`src/rtl/mem_arbiter.sv`:
```
// mem_arbiter: two-port memory arbiter (m0 = CPU, m1 = loader/DMA) in front of
// a single memory with fixed 1-cycle read latency.
//   clk, rst_n            : clock, asynchronous active-low reset
//   mN_req/we/addr/wdata  : requester command (held stable until granted)
//   mN_gnt                : combinational grant while port N owns the memory
//   mN_rvalid/mN_rdata    : read return, one cycle after a read beat
//   mem_en/we/addr/wdata  : memory command, driven by the current owner
//   mem_rdata             : memory read data
//   owner                 : state encoding 00 IDLE, 01 OWN0, 10 OWN1
// Optional feature: define MEM_ARB_RR_EN for round-robin tie breaking and
// preemption of either owner; otherwise m0 wins ties and only OWN1 is preemptible.
module mem_arbiter #(
  parameter int unsigned AW        = 32,
  parameter int unsigned DW        = 32,
  parameter int unsigned MAX_BURST = 4
) (
  input  logic          clk,
  input  logic          rst_n,
  input  logic          m0_req,
  input  logic          m0_we,
  input  logic [AW-1:0] m0_addr,
  input  logic [DW-1:0] m0_wdata,
  output logic          m0_gnt,
  output logic          m0_rvalid,
  output logic [DW-1:0] m0_rdata,
  input  logic          m1_req,
  input  logic          m1_we,
  input  logic [AW-1:0] m1_addr,
  input  logic [DW-1:0] m1_wdata,
  output logic          m1_gnt,
  output logic          m1_rvalid,
  output logic [DW-1:0] m1_rdata,
  output logic          mem_en,
  output logic          mem_we,
  output logic [AW-1:0] mem_addr,
  output logic [DW-1:0] mem_wdata,
  input  logic [DW-1:0] mem_rdata,
  output logic [1:0]    owner
);

  localparam int unsigned CW = 4;

  typedef enum logic [1:0] {
    S_IDLE = 2'b00,
    S_OWN0 = 2'b01,
    S_OWN1 = 2'b10
  } state_t;

  state_t        r_state;
  state_t        w_state_nxt;
  logic [CW-1:0] r_cnt;
  logic [CW-1:0] w_cnt_nxt;
  logic [CW-1:0] w_cnt_inc;
  logic          w_burst_done;
  logic          w_beat0;
  logic          w_beat1;
  logic          w_tie_m1;
  logic          w_pre_own0;
  logic          w_pre_own1;
  logic          r_rv0;
  logic          r_rv1;

  // Beat counter advanced by one beat, saturating at MAX_BURST
  assign w_cnt_inc    = (r_cnt >= CW'(MAX_BURST)) ? r_cnt : r_cnt + CW'(1);
  // Count includes the current beat, so the owner gets exactly MAX_BURST beats
  // before a pending request on the other port takes over.
  assign w_burst_done = (w_cnt_inc == CW'(MAX_BURST));

  assign w_beat0 = (r_state == S_OWN0) && m0_req;
  assign w_beat1 = (r_state == S_OWN1) && m1_req;

`ifdef MEM_ARB_RR_EN
  logic r_last;

  assign w_tie_m1   = ~r_last;
  assign w_pre_own0 = m1_req;

  // Last owner: reset to m1 so m0 wins the first tie
  always_ff @(posedge clk or negedge rst_n) begin
    if (!rst_n) begin
      r_last <= 1'b1;
    end else if (w_state_nxt == S_OWN0) begin
      r_last <= 1'b0;
    end else if (w_state_nxt == S_OWN1) begin
      r_last <= 1'b1;
    end
  end
`else
  assign w_tie_m1   = 1'b0;
  assign w_pre_own0 = 1'b0;
`endif

  assign w_pre_own1 = m0_req;

  // State, beat counter and read-return tags
  always_ff @(posedge clk or negedge rst_n) begin
    if (!rst_n) begin
      r_state <= S_IDLE;
      r_cnt   <= '0;
      r_rv0   <= 1'b0;
      r_rv1   <= 1'b0;
    end else begin
      r_state <= w_state_nxt;
      r_cnt   <= w_cnt_nxt;
      r_rv0   <= w_beat0 & ~m0_we;
      r_rv1   <= w_beat1 & ~m1_we;
    end
  end

  // Next state, grants and memory command mux
  always_comb begin
    w_state_nxt = r_state;
    w_cnt_nxt   = r_cnt;
    m0_gnt      = 1'b0;
    m1_gnt      = 1'b0;
    mem_en      = 1'b0;
    mem_we      = 1'b0;
    mem_addr    = '0;
    mem_wdata   = '0;
    case (r_state)
      S_IDLE: begin
        w_cnt_nxt = '0;
        if (m0_req && m1_req) begin
          w_state_nxt = w_tie_m1 ? S_OWN1 : S_OWN0;
        end else if (m0_req) begin
          w_state_nxt = S_OWN0;
        end else if (m1_req) begin
          w_state_nxt = S_OWN1;
        end
      end
      S_OWN0: begin
        m0_gnt    = m0_req;
        mem_en    = m0_req;
        mem_we    = m0_we;
        mem_addr  = m0_addr;
        mem_wdata = m0_wdata;
        if (!m0_req) begin
          w_state_nxt = S_IDLE;
          w_cnt_nxt   = '0;
        end else if (w_burst_done && w_pre_own0) begin
          w_state_nxt = S_OWN1;
          w_cnt_nxt   = '0;
        end else begin
          w_cnt_nxt = w_cnt_inc;
        end
      end
      S_OWN1: begin
        m1_gnt    = m1_req;
        mem_en    = m1_req;
        mem_we    = m1_we;
        mem_addr  = m1_addr;
        mem_wdata = m1_wdata;
        if (!m1_req) begin
          w_state_nxt = S_IDLE;
          w_cnt_nxt   = '0;
        end else if (w_burst_done && w_pre_own1) begin
          w_state_nxt = S_OWN0;
          w_cnt_nxt   = '0;
        end else begin
          w_cnt_nxt = w_cnt_inc;
        end
      end
      default: begin
        w_state_nxt = S_IDLE;
        w_cnt_nxt   = '0;
      end
    endcase
  end

  assign m0_rvalid = r_rv0;
  assign m1_rvalid = r_rv1;
  assign m0_rdata  = mem_rdata;
  assign m1_rdata  = mem_rdata;
  assign owner     = 2'(r_state);

endmodule

```
`config.mk`:
```
export PLATFORM = sky130hd
export DESIGN_NAME = mem_arbiter
export DESIGN_NICKNAME = d
export VERILOG_FILES = /design/src/rtl/mem_arbiter.sv
export SDC_FILE = /design/constraint.sdc
export NUM_CORES = 1
export LEC_CHECK = 0
export ABC_AREA = 1
export BUFFER_PORTS_ARGS = -buffer_cell sky130_fd_sc_hd__buf_4
export CORE_AREA = 2 2 117 119
export DETAILED_ROUTE_END_ITERATION = 7
export DIE_AREA = 0 0 119 121
export GPL_ROUTABILITY_DRIVEN = 0
export PLACE_DENSITY_LB_ADDON = 0.2
export SYNTH_ARGS = -nofsm -noshare
export SYNTH_HDL_FRONTEND = slang
export SYNTH_SLANG_ARGS = --single-unit
```
`constraint.sdc`:
```
create_clock -name clk -period 1.9 [get_ports clk]
set_input_delay 0.38 -clock clk [delete_from_list [all_inputs] [get_ports clk]]
set_output_delay 0.38 -clock clk [all_outputs]
set_load 0.02 [all_outputs]
```
# == Yosys cells after proc, flatten, opt, wreduce, memory -nomap -nowiden ==
# Index checks and enable logic that the tools add are counted.
# classes
add_sub_neg,1
magnitude_cmp,1
n_eq_ne,6
mux,18
bitwise_logic,4
reduce_logical,6
# ops
cell,count
$pmux W32 S2,2
$mux W4,4
$mux W2,6
$pmux W4 S2,1
$pmux W2 S3,1
$add A4 B1 Y4 const B,1
$eq A4 B3 Y1 const B,1
$ge A4 B3 Y1 const B,1
$logic_and A1 B1 Y1,4
$ne A4 B4 Y1 const B,1
$pmux W1 S2,2
$ne A3 B2 Y1 const B,1
$reduce_and A3 Y1,1
$and A1 B1 Y1,2
$eq A2 B1 Y1 const B,1
$eq A2 B2 Y1 const B,1
$logic_not A2 Y1,1
$mux W1,2
$ne A2 B2 Y1 const B,1
$not A1 Y1,2
# word_totals
reg_bits,8
inputBits,166
output_inout_bits,136
elab_cells,40

# == Depth between registers and ports, before layout ==
# logic_depth
word_depth,7
depth_mapped,9
mapped_depth_nobuf,9

# == Worst setup path before layout ==
# No wires, ideal clock.
# synth_path
kind,register to output
startpoint,register r_state[0] (netlist: owner[0])
endpoint,output port mem_addr[11]
arrival_ns,1.554
required_ns,1.520
path_slack_ns,-0.034
stages_incl_launch_ff,7
n_path_buf,2
cell_sequence,dfrtp_1 inv_1 ha_1 inv_1 buf_2 buf_2 a21oi_1
# synth_via
elab_chain_cells,2
# synth_lines
item,line_no,rtl
from (decl),49,state_t r_state;
from (signal assigned),103,r_state <= w_state_nxt;
$eq A2 B2 Y1 or $eq A2 B1 Y1 (tied branches),120,case (r_state)
$pmux W32 S2 (*),120,
to (decl),35,"output logic [AW-1:0] mem_addr,"
# Every way passes the cells marked *; elsewhere a longest branch is shown, timed or not.

# == Worst setup path in the final report ==
# layout_path
startpoint,register r_state[0] (netlist: owner[0])
endpoint,output port mem_wdata[26]
# layout_via
elab_chain_cells,2
# layout_lines
item,line_no,rtl
$eq A2 B2 Y1 or $eq A2 B1 Y1 (tied branches),120,
$pmux W32 S2 (*),120,
to (decl),36,"output logic [DW-1:0] mem_wdata,"
# Marked as above.

==> key figures <==
Timing
  – Setup-failing EPs final: 4
  – Max Clock Freq: ~0.52 GHz
  – Final Hold Viols: 0
  – Slew Viols, Final: 0
  – Worst Slack Setup Final: -0.0111 ns
  – Final period utilization: 101%
  – Shortest period the worst path allows: roughly 1.9 ns
  – RSZ-0062 raised after global routing: yes
  – Worst Max-Slew Pin Slew: about 0.19 ns
  – Worst clock skew: between 0.003 and 0.004 ns
  – Relative slew slack: around 90%

Setup path
  – Slowest-stage cell, CP: dfrtp_2
  – Crit path top cell by count: buf_4
  – R2R Path End: owner[0]$_DFFE_PN0P_
  – Nature of the critical path startpoint: register
  – RR Startpoint: owner[0]$_DFFE_PN0P_
  – Worst EP arrival: between 1.5 and 2 ns
  – Worst Reg2Reg Path Length in Cells: 10
  – Crit. End Element: output pin
  – Setup slack, reg-to-reg: 0.23 ns
  – Worst Path Max Fanout: 28
  – CP cell instances: buf_4 -> ha_4 -> buf_12 -> nand2_1 -> a21oi_2 -> buf_4
  – CP peak stage delay: 0.37 ns
  – CP required: about 1.5 ns
  – Critical path class: reg -> out

GRT
  – GRT Total Usage: between 10 and 15%
  – Largest net degree at the start of global routing: 29
  – Vias in the first global route: about 2500
  – First-pass GRT wire length: between 10000 and 15000 µm
  – Total grt overflow: 0
  – Initial antenna violation count: 0

Floorplan
  – Die H: between 100 and 150 µm
  – Die ar.: 0.0144 mm²
  – Std cell rows: 42
  – Initial Util: 14.1%
  – Ports: roughly 300
  – Core ar.: between 0.01 and 0.015 mm²
  – Die X-Extent: 119 µm

Yosys
  – EDFF count, synth: 0
  – Post-synthesis cell type count: 17
  – Syn nets: between 500 and 600
  – Synthesized cell area: between 0.0015 and 0.002 mm²
  – Post-Syn Area per Cell: roughly 5.5 µm²
  – Seq/Total Area, Yosys: roughly 11%
  – #FFs+latches synth: 8
  – FFs w/ async S/R, synth: 100%
  – Ys flop type: dfrtp_1
  – Cells after synthesis: 334
  – Syn. warnings: 0

Placement
  – DP Area: 0.00316 mm²
  – Number of I/O port buffers: slightly above 200
  – Hpwl dp: just over 7000 µm
  – Placed cell count: between 600 and 700

Layout
  – Layout Utilization: 27.4%
  – Area growth from synthesis to layout: 94.6%
  – Final Net Count: between 600 and 700
  – Diodes inserted: 0
  – Share of layout cells above drive strength 1: roughly three fifths
  – Final Non-Filler Cells: between 600 and 700
  – Post-layout instance area: between 0.003 and 0.004 mm²

Route
  – DRT antenna net count: 0
  – Vias: ~2600
  – DR pass1 iterations: 4
  – Final wirelength: about 9400 µm
  – Initial drt markers: 94
  – DR DRC count: 0
  – DR WL/cell: 14.4 µm
  – Via-to-Cell Ratio: roughly 4.0

Hold path
  – Worst hold start: m0_we
  – Worst min-delay path category: in -> reg
  – Worst Hold Path EP: m0_rvalid$_DFF_PN0_
  – Hold-critical path depth: 2

Clocking
  – Clock-pin slew on the worst setup and hold paths: 0.04 ns
  – Clk buf depth: 2
  – Number of CTS-inserted buffers: 3
  – Num Clock Sinks: 8
  – H-tree Lvls: 1
  – Worst-Skew Late Latency: around 0.23 ns
  – Clk root buf: clkbuf_16
  – CTS tree: done

Run status
  – Failing checks: negative setup slack
  – Status: finished with violations

Job
  – Max cap viols: 0

Power
  – Pleak: approximately 1.7 nW
  – Power, Total: between 0.004 and 0.005 W
  – Max IR drop VDD: roughly 0.0006 V
  – Power Density: approximately 1200 mW/mm²
repair_timing:
item / 4_1_cts / 5_1_grt
setup buffers: 2 / 1
gates resized for setup: 21 / 43
pin swaps: 1 / 3
hold buffers: 1 / 0
gates cloned: 1 / 2
endpoints found under the hold margin: 8 / 0
setup endpoints to repair: 66 / 65
metal layers:
layer | wire, µm | vias up | GRT usage, %
li1 | - | 1266 | -
met1 | 3460 | 1150 | 12.0
met2 | 4890 | 132 | 20.9
met3 | 769 | 31 | 3.05
met4 | 246 | 0 | 3.57
met5 | 0 | - | 0
through the flow:
stage               TNS (ns)  setup WS [ns]  hold WS [ns]
detailed placement         0          0.105         0.209
floorplan              -1.71        -0.0341        0.0844
finish               -0.0264        -0.0111         0.306
CTS                 -0.00396       -0.00355         0.305
global placement           0          0.118         0.209
global route           -1.66        -0.0823         0.308
kinds of logic (layout without fill, tap and decap cells):
family,count (synthesis),in the layout,share of synthesized area (%)
DFF,8,8,10.9
buffers and inverters,95,234,33.9
adders and majority gates,4,4,2.72
AOI/OAI and AO/OA,68,68,18.8
and+or+nand+nor,159,159,33.7
cells in the mapped netlist (2+ instances only):
library cell,number,area (µm²)
buf_2,19,95.1
buf_4,65,488
nand2_1,144,541
a21oi_1,66,330
dfrtp_1,8,200
ha_1,4,50.1
nor2_1,7,26.3
nand3_1,2,10.0
nand2_2,2,12.5
inv_1,10,37.5
report_power, final:
group | total (W) | leakage, nW | internal (W) | switching (W)
Sequential | 0.000221 | 0.108 | 0.000201 | 0.0000196
Combinational | 0.00388 | 1.52 | 0.00165 | 0.00223
Clock | 0.000346 | 0.0370 | 0.000271 | 0.0000749
layout make-up:
type / count / area, µm²
multi-input cells: 231 / 1220
fillers: 1466 / 9500
flip-flops and latches: 8 / 201
clock buffers: 3 / 75.1
inverters: 10 / 45.0
repair buffers: 221 / 1830
well taps: 176 / 220
critical path: cells and delay by family, from the launching register on:
kind	cells	cell delay (ns)
buf+inv	3	0.48
flops	1	0.37
simple gates	1	0.10
fa+ha+maj	1	0.18
compound gates	1	0.16
sequential cells by signal, indices dropped and copies added (netlist names):
register	flops
m1_rvalid	1
m0_rvalid	1
r_cnt	4
owner	2
placed cells by master (no fill, tap or decap):
cell type,n
buf_6,9
buf_16,1
o21ai_2,1
dlygate4sd3_1,1
dfrtp_2,1
inv_2,2
inv_8,1
inv_1,7
nand3_1,2
a21oi_2,40
nand3_2,1
nor2_2,1
nor3b_1,1
nand2_1,139
ha_1,1
ha_4,3
clkbuf_16,5
o21bai_1,1
nand2_2,7
buf_4,202
buf_12,6
nor2_1,7
dfrtp_1,7
a21oi_1,26
nand3b_1,1
how the worst max path moves through the flow:
stage	endpoint	depth (start not counted)	from	slack, ns
final	mem_wdata[26]	6	owner[0]$_DFFE_PN0P_	-0.01
after global placement	mem_wdata[14]	6	owner[1]$_DFFE_PN0P_	0.12
after floorplan	mem_addr[11]	6	owner[0]$_DFFE_PN0P_	-0.03
after detailed placement	mem_wdata[15]	6	owner[0]$_DFFE_PN0P_	0.10
after global routing	mem_wdata[26]	6	owner[1]$_DFFE_PN0P_	-0.08
after CTS	mem_wdata[11]	6	owner[0]$_DFFE_PN0P_	-0.004
(Power assumes the default switching activity.)
